$ cat config.mk
export PLATFORM = sky130hd
export DESIGN_NAME = mem_port_arbiter
export DESIGN_NICKNAME = d
export VERILOG_FILES = /design/src/rtl/mem_port_arbiter_pkg.sv /design/src/rtl/mem_port_arbiter_pick2.sv /design/src/rtl/mem_port_arbiter.sv
export SDC_FILE = /design/constraint.sdc
export NUM_CORES = 1
export LEC_CHECK = 0
export CAP_MARGIN = 20
export CORE_AREA = 2 2 334 336
export DETAILED_ROUTE_END_ITERATION = 16
export DIE_AREA = 0 0 336 338
export GPL_TIMING_DRIVEN = 0
export SYNTH_ARGS = -nofsm -noshare
export SYNTH_HDL_FRONTEND = slang
export SYNTH_SLANG_ARGS = --single-unit
$ cat constraint.sdc
create_clock -name clk -period 1.86 [get_ports clk]
set_clock_uncertainty 0.05 [all_clocks]
set_input_delay 0.372 -clock clk [delete_from_list [all_inputs] [get_ports clk]]
set_output_delay 0.372 -clock clk [all_outputs]
set_load 0.05 [all_outputs]
$ cat src/rtl/mem_port_arbiter_pkg.sv
// Shared types and defaults for the two-port line-memory arbiter.
// State encodings and the tie-break rule live here so the picker and top agree.
package mem_port_arbiter_pkg;

    localparam int ADDR_W_DEF = 29;
    localparam int LINE_W_DEF = 128;

    typedef enum logic [1:0] {
        ARB_IDLE = 2'd0,
        ARB_REQ  = 2'd1,
        ARB_RESP = 2'd2
    } arb_state_t;

    // Lone requester wins; on a tie either port 0 (fixed) or the port not served last.
    function automatic logic pick_port(input logic [1:0] valid,
                                       input logic       last_grant,
                                       input logic       fixed_prio);
        logic grant;
        case (valid)
            2'b01:   grant = 1'b0;
            2'b10:   grant = 1'b1;
            2'b11:   grant = fixed_prio ? 1'b0 : ~last_grant;
            default: grant = 1'b0;
        endcase
        return grant;
    endfunction

endpackage

$ cat src/rtl/mem_port_arbiter_pick2.sv
// Combinational two-way grant picker, zero latency.
// Pure function of the request vector and the previous winner; no state.
module arb_pick2
    import mem_port_arbiter_pkg::*;
#(
    parameter bit FIXED_PRIO = 1'b0
) (
    input  logic [1:0] valid,
    input  logic       last_grant,
    output logic       grant,
    output logic       any
);

    always_comb begin
        any   = |valid;
        grant = pick_port(valid, last_grant, FIXED_PRIO);
    end

endmodule

$ cat src/rtl/mem_port_arbiter.sv
// Shares one line-memory port between I-cache (port 0) and D-cache (port 1).
// Registered outputs: m_valid 1 cycle after grant, sN_ready 1 cycle after m_ready; non-preemptive.
module mem_port_arbiter
    import mem_port_arbiter_pkg::*;
#(
    parameter int ADDR_W     = ADDR_W_DEF,
    parameter int LINE_W     = LINE_W_DEF,
    parameter bit FIXED_PRIO = 1'b0
) (
    input  logic              clk,
    input  logic              rst_n,
    input  logic              s0_valid,
    output logic              s0_ready,
    input  logic [ADDR_W-1:0] s0_addr,
    input  logic              s0_wmask,
    input  logic [LINE_W-1:0] s0_wdata,
    output logic [LINE_W-1:0] s0_rdata,
    input  logic              s1_valid,
    output logic              s1_ready,
    input  logic [ADDR_W-1:0] s1_addr,
    input  logic              s1_wmask,
    input  logic [LINE_W-1:0] s1_wdata,
    output logic [LINE_W-1:0] s1_rdata,
    output logic              m_valid,
    input  logic              m_ready,
    output logic [ADDR_W-1:0] m_addr,
    output logic              m_wmask,
    output logic [LINE_W-1:0] m_wdata,
    input  logic [LINE_W-1:0] m_rdata
);

    arb_state_t        state_q, state_d;
    logic              gnt_q, gnt_d;
    logic              last_q, last_d;
    logic              pick, req_any;

    logic              m_valid_d;
    logic [ADDR_W-1:0] m_addr_d;
    logic              m_wmask_d;
    logic [LINE_W-1:0] m_wdata_d;
    logic              s0_ready_d, s1_ready_d;
    logic [LINE_W-1:0] s0_rdata_d, s1_rdata_d;

    arb_pick2 #(
        .FIXED_PRIO (FIXED_PRIO)
    ) u_pick (
        .valid      ({s1_valid, s0_valid}),
        .last_grant (last_q),
        .grant      (pick),
        .any        (req_any)
    );

    always_comb begin
        state_d    = state_q;
        gnt_d      = gnt_q;
        last_d     = last_q;
        m_valid_d  = m_valid;
        m_addr_d   = m_addr;
        m_wmask_d  = m_wmask;
        m_wdata_d  = m_wdata;
        s0_ready_d = 1'b0;
        s1_ready_d = 1'b0;
        s0_rdata_d = s0_rdata;
        s1_rdata_d = s1_rdata;

        case (state_q)
            ARB_IDLE: begin
                if (req_any) begin
                    gnt_d     = pick;
                    last_d    = pick;
                    m_valid_d = 1'b1;
                    m_addr_d  = pick ? s1_addr  : s0_addr;
                    m_wmask_d = pick ? s1_wmask : s0_wmask;
                    m_wdata_d = pick ? s1_wdata : s0_wdata;
                    state_d   = ARB_REQ;
                end
            end
            ARB_REQ: begin
                if (m_valid && m_ready) begin
                    m_valid_d = 1'b0;
                    // Write completions leave the requester's last fill data in place.
                    if (!m_wmask) begin
                        if (gnt_q) s1_rdata_d = m_rdata;
                        else       s0_rdata_d = m_rdata;
                    end
                    if (gnt_q) s1_ready_d = 1'b1;
                    else       s0_ready_d = 1'b1;
                    state_d = ARB_RESP;
                end
            end
            ARB_RESP: begin
                state_d = ARB_IDLE;
            end
            default: begin
                state_d = ARB_IDLE;
            end
        endcase
    end

    always_ff @(posedge clk or negedge rst_n) begin
        if (!rst_n) begin
            state_q  <= ARB_IDLE;
            gnt_q    <= 1'b0;
            last_q   <= 1'b1;
            m_valid  <= 1'b0;
            m_addr   <= '0;
            m_wmask  <= 1'b0;
            m_wdata  <= '0;
            s0_ready <= 1'b0;
            s1_ready <= 1'b0;
            s0_rdata <= '0;
            s1_rdata <= '0;
        end else begin
            state_q  <= state_d;
            gnt_q    <= gnt_d;
            last_q   <= last_d;
            m_valid  <= m_valid_d;
            m_addr   <= m_addr_d;
            m_wmask  <= m_wmask_d;
            m_wdata  <= m_wdata_d;
            s0_ready <= s0_ready_d;
            s1_ready <= s1_ready_d;
            s0_rdata <= s0_rdata_d;
            s1_rdata <= s1_rdata_d;
        end
    end

endmodule

**Word level (Yosys, flattened, before mapping)**

Index checks and enable logic that the tools add are counted.

- Flip-flop bits (word level): 421
- Bits of input ports: 449

- Equal/unequal tests: 5
- Bitwise gates (word level): 3
- Multiplexer cells: 16
- Reduce and logical (&&, ||, !) cells: 9

Operators by type and width:

| kind | count |
|---|---|
| 128-bit 2-to-1 mux | 1 |
| 29-bit 2-to-1 mux | 1 |
| 1-bit 2-to-1 mux | 9 |
| 4-bit AND reduction | 2 |
| 2-bit equality test (second input constant) | 2 |
| 2-bit 2-to-1 mux | 2 |
| 2-bit inequality test (second input constant) | 2 |
| 1-bit case mux with 2 select lines | 2 |
| 2-bit case mux with 2 select lines | 1 |
| 2-bit AND reduction | 2 |
| 1-bit inverter | 3 |
| 3-bit AND reduction | 1 |
| 2-bit by 1-bit equality test with 1-bit output (second input constant) | 1 |
| 2-bit zero test | 1 |
| 2-bit nonzero test | 1 |
| 2-bit OR reduction | 1 |
| 1-bit logical AND | 1 |

**Longest topological paths before layout**

- Depth in word-level cells: 3
- Gate-level depth with buffers: 6
- Gate-level depth less buffers: 3

**Modules after synthesis**

Synthesis repeated with hierarchy kept, for this count alone.

- Cell total of the unflattened synthesis: 1249
- Area total of the unflattened synthesis: 16930.0 sq um

By module, submodules not included:

| module | instances | area an instance (sq um) | cells each |
|---|---|---|---|
| mem_port_arbiter | 1 | 16916.2 | 1247 |
| arb_pick2 | 1 | 13.8 | 2 |

**Worst setup path before layout**

No wires, ideal clock.

- Path kind: reg-to-reg
- Start point: reg m_valid
- End point: reg s1_rdata[107]
- Path slack: -173 ps
- Period minus slack after synthesis: 2033 ps
- Cell stages (with the launch flop): 6
- Buffers on the path: 2
- Data required time: 1685 ps
- Arrival time: 1858 ps
- Path through: dfrtp_1 > nand4b_2 > nor3_1 > buf_2 > buf_2 > mux2_2

- Longest elaborated chain between the ends: 2

Ends and longest elaborated chain:

| item | RTL line | RTL |
|---|---|---|
| start: declaration | mem_port_arbiter.sv:24 | `output logic m_valid,` |
| start signal: assignment | mem_port_arbiter.sv:117 | `m_valid <= m_valid_d;` |
| 1-bit logical AND | mem_port_arbiter.sv:79 | `if (m_valid && m_ready) begin` |
| 4-bit AND reduction (no source line) | -- |  |
| end signal: assignment | mem_port_arbiter.sv:124 | `s1_rdata <= s1_rdata_d;` |
| end: declaration | mem_port_arbiter.sv:23 | `output logic [LINE_W-1:0] s1_rdata,` |

No other way between the ends.
A chain may end at the register's enable or synchronous reset.

**Worst setup path in the final report**

- Start point: reg last_q
- End point: reg m_wdata[125]

- Longest elaborated chain between the ends: 3

Ends and longest elaborated chain:

| item | RTL line | RTL |
|---|---|---|
| start: declaration | mem_port_arbiter.sv:34 | `logic last_q, last_d;` |
| start signal: assignment | mem_port_arbiter.sv:116 | `last_q <= last_d;` |
| 1-bit inverter | mem_port_arbiter_pkg.sv:22 | `2'b11: grant = fixed_prio ? 1'b0 : ~last_grant;` |
| 1-bit case mux with 2 select lines | mem_port_arbiter_pkg.sv:19 | `case (valid)` |
| 128-bit 2-to-1 mux | mem_port_arbiter.sv:74 | `m_wdata_d = pick ? s1_wdata : s0_wdata;` |
| end signal: assignment | mem_port_arbiter.sv:120 | `m_wdata <= m_wdata_d;` |
| end: declaration | mem_port_arbiter.sv:28 | `output logic [LINE_W-1:0] m_wdata,` |

No other way between the ends.

==> results.txt <==
The chip width is 336 um, and the post-synthesis instance total is 1075. The final reports fail on negative setup slack. STA classifies the critical path endpoint as a register. The worst path setup slack after routing is -0.106 ns. The logs give 1524 for the post-synth net total and 2488 for the final net count. For this run, asynchronously set or reset flops after synthesis account for 100%.

The tools report the worst setup path endpoint as m_wdata[125]. The tools report the final-report hold violation count as 0. The setup check on the worst reg-to-reg path leaves a slack of -0.11 ns. The die is 338 um tall. In the routed layout, each cell is associated on average with a via count of 3.68. For the number of nets with antenna violations after detailed routing, the log shows 0.

The classification of the worst setup path was register to register. Input and output buffers added on the ports amount to 865. Global routing used 13.4% of the available tracks across all layers. Area fraction of the dominant cell type after synthesis: 57.1%. After detailed routing, the average wire length per cell comes to 23.2 um. The tree is rooted in a clkbuf_16. The number of global-route vias before repair was 13700; the count of flip-flops with a built-in enable after synthesis was 0.

The kind of start point of the critical path is a register. Combinational cells account for 57.3% of the total power. TritonCTS built the clock tree.

Arrival time at the worst endpoint: 2.41 ns. Across the VDD grid, the largest voltage drop is 1110 uV. For this configuration, the core starts out at a cell density of 16.7%. Class of the tightest hold or removal check: primary input to async pin. Data on the critical path is required at its endpoint by 2.30 ns. In this run, distinct cell masters in the synthesized netlist total 19. Cells fill 28.0% of the core in the end.

The routed layout has 13100 vias. The floorplan step defined a die boundary enclosing 114000 um2. Internal cell power: 31.9 mW. The first-iteration detailed-routing DRC count is 349. Setup violations remaining at the end of the flow were counted as 277. Based on the critical path, the design can be clocked at up to 509 MHz. Yosys printed 0 warnings. The sequential element share of the synthesized area was 57.3%.

After synthesis the netlist holds a flip-flop and latch count of 421. The area overhead of the layout relative to synthesis is 67.4%, and the clock sink count is 421. Entering global routing, the biggest net connects 107 pins. For the CTS buffer count, the log shows 52.

The tools report the end of the worst register-to-register path as m_wdata[125]. For the pin with the worst max-slew slack, the measured transition is 0.669 ns. Ranked by total cell area, the synthesized netlist is headed by dfrtp_1 (57%), mux2_2 (22%), mux2_4 (18%). The worst pin sits at a relative slew slack of 55.4%. The tools report the total detailed-routing wirelength as 83000 um. For the count of pins on the block boundary, the log shows 866. The post-synthesis average cell area is 17.1 um2, and the sequential power share is 26.4%.

The H-tree generated during clock tree synthesis spans 2 levels. Later-pin clock latency in the skew report: 0.62 ns. For the global-route wire length before repair, the log shows 108000 um. The tightest hold path in the finished design has a slack of 0.156 ns.

The run finished, with violations left. For this run the aggregate overflow at the end of global routing stands at 0. In this run the static leakage power is 14.1 nW.

The maximum clock path buffer count was 3; the total iterations of the first detailed-routing run was 4. DRC violation count after routing: 0. The placer congestion estimate is 0.859. By count the netlist is led by dfrtp_1 (420), mux2_2 (352), mux2_4 (220).

Sum of negative setup slack: -17.50 ns. Dividing the final minimum period by the clock period gives 106%. The most numerous cell in the Yosys netlist is dfrtp_1. In this run the cell area of the synthesized design comes to 18400 um2.

Among all flip-flop cells after synthesis, the most frequent one is dfrtp_1. Setup repair after global routing could not meet its margin everywhere. The net switching share of the total power came out at 48.6%.

The share of cells above drive strength 1 works out to 57.1%. Of all cell types, the one taking the most synthesized area is dfrtp_1. The share of total power dissipated in the clock network is 16.3%.

For the final max-slew violation count, the log shows 0. The run gives 30.1 mW as the net switching power. The worst register-to-register path begins at last_q. The number of max-cap violations is 0. The minimum clock period was 1.97 ns; the cell area power density was 2010 nW/um2. The tools report the half-perimeter wire length after detailed placement as 63500 um.

The logs give 122 for the total number of placement rows and 110000 um2 for the floorplan core area. Number of cells traversed by the worst register-to-register path: 6. The tools report the first element of the critical path as last_q. Clock-pin slew was measured on the worst setup and hold paths at 0.06 ns. The biggest fanout along the worst timing path was 9. The initial antenna violation count is 28.
==> routing by layer <==
| metal | track usage (%) | wire length (um) | up-vias |
|---|---|---|---|
| met4 | 4.06 | 1980 | 8 |
| li1 | - | - | 5797 |
| met1 | 15.9 | 33400 | 6661 |
| met5 | 0 | 50 | - |
| met2 | 22.8 | 41000 | 564 |
| met3 | 4.48 | 6640 | 117 |
==> per-stage QoR <==
stage / cells / worst slack (ns) / power (mW) / instance area, um2
floorplan: 1075 / -0.00742 / 40.4 / 18400
global placement: 3428 / -21.57 / 54.0 / 28900
detailed placement: 3433 / -1.20 / 54.1 / 29100
CTS: 3528 / -0.138 / 62.5 / 30800
global route: 3567 / -0.153 / 64.7 / 30800
finish: 3572 / -0.106 / 62.0 / 30800
==> state kept, by name (all words and copies together) (netlist names) <==
register / cells
gnt_q: 1
last_q: 1
m_addr: 29
m_valid: 1
m_wdata: 128
m_wmask: 1
s0_rdata: 128
s0_ready: 1
s1_rdata: 128
s1_ready: 1
state_q: 2
==> kinds of logic after synthesis <==
| group | Yosys count | synth area share, % |
|---|---|---|
| compound gates | 5 | 0.204 |
| flops | 421 | 57.3 |
| buf+inv | 65 | 2.65 |
| simple gates | 12 | 0.381 |
| mux | 572 | 39.5 |
==> power by group through the flow <==
stage	logic, mW	clock network, mW	registers, mW
final	35.5	10.1	16.3
after global routing	36.9	10.8	16.9
after CTS	35.8	10.5	16.2
after detailed placement	37.8	0	16.4
after global placement	37.7	0	16.3
after floorplan	8.25	0	32.1
==> worst max-delay path, stage by stage (launching register included) <==
cell	delay, ns
dfstp_2	0.54
a21bo_1	0.14
buf_12	0.15
clkbuf_16	0.22
clkbuf_16	0.18
mux2_4	0.29
mux2_2	0.26
==> layout by cell type, fill, tap and decap left out, types with 2 or more instances in the layout <==
master / n
buf_12: 36
buf_16: 6
buf_2: 60
buf_4: 16
buf_6: 10
buf_8: 6
bufinv_16: 3
clkbuf_1: 10
clkbuf_16: 76
clkbuf_2: 267
clkbuf_4: 2
clkbuf_8: 10
clkdlybuf4s15_2: 85
clkdlybuf4s18_2: 11
clkdlybuf4s50_1: 447
clkinv_2: 8
clkinvlp_4: 4
dfrtp_1: 417
dfrtp_2: 3
diode_2: 10
inv_1: 2
inv_6: 2
mux2_2: 280
mux2_4: 292
nand2_1: 4
nor2_1: 2
==> worst min-delay path by stage <==
stage / from / cells past startpoint / to / slack (ns)
floorplan: rst_n / 0 / gnt_q / 0.03
global placement: gnt_q / 1 / s0_ready / 0.43
detailed placement: rst_n / 1 / s0_rdata[50] / 0.19
CTS: rst_n / 2 / s1_rdata[98] / 0.08
global route: rst_n / 2 / s0_rdata[49] / 0.13
finish: rst_n / 2 / s1_rdata[98] / 0.16
==> what timing repair did <==
item	CTS	global route
pin swaps	2	3
setup buffers	3	11
gates resized for setup	878	726
gates cloned	2	24
endpoints found under the hold margin	212	0
setup endpoints to repair	818	714
hold buffers	1	0
==> area by class of cell <==
class                      count  area [um2]
tap                         1488        1860
clock buffer                  71        1460
multi-input combinational    589        7680
clock inverter                18         194
fill                       11400       79300
timing repair buffer         911        8090
sequential                   421       10500
inverter                       2        7.51
antenna                       10        25.0
buffer                        62         943
No activity file was read; power rests on OpenSTA's default activity.
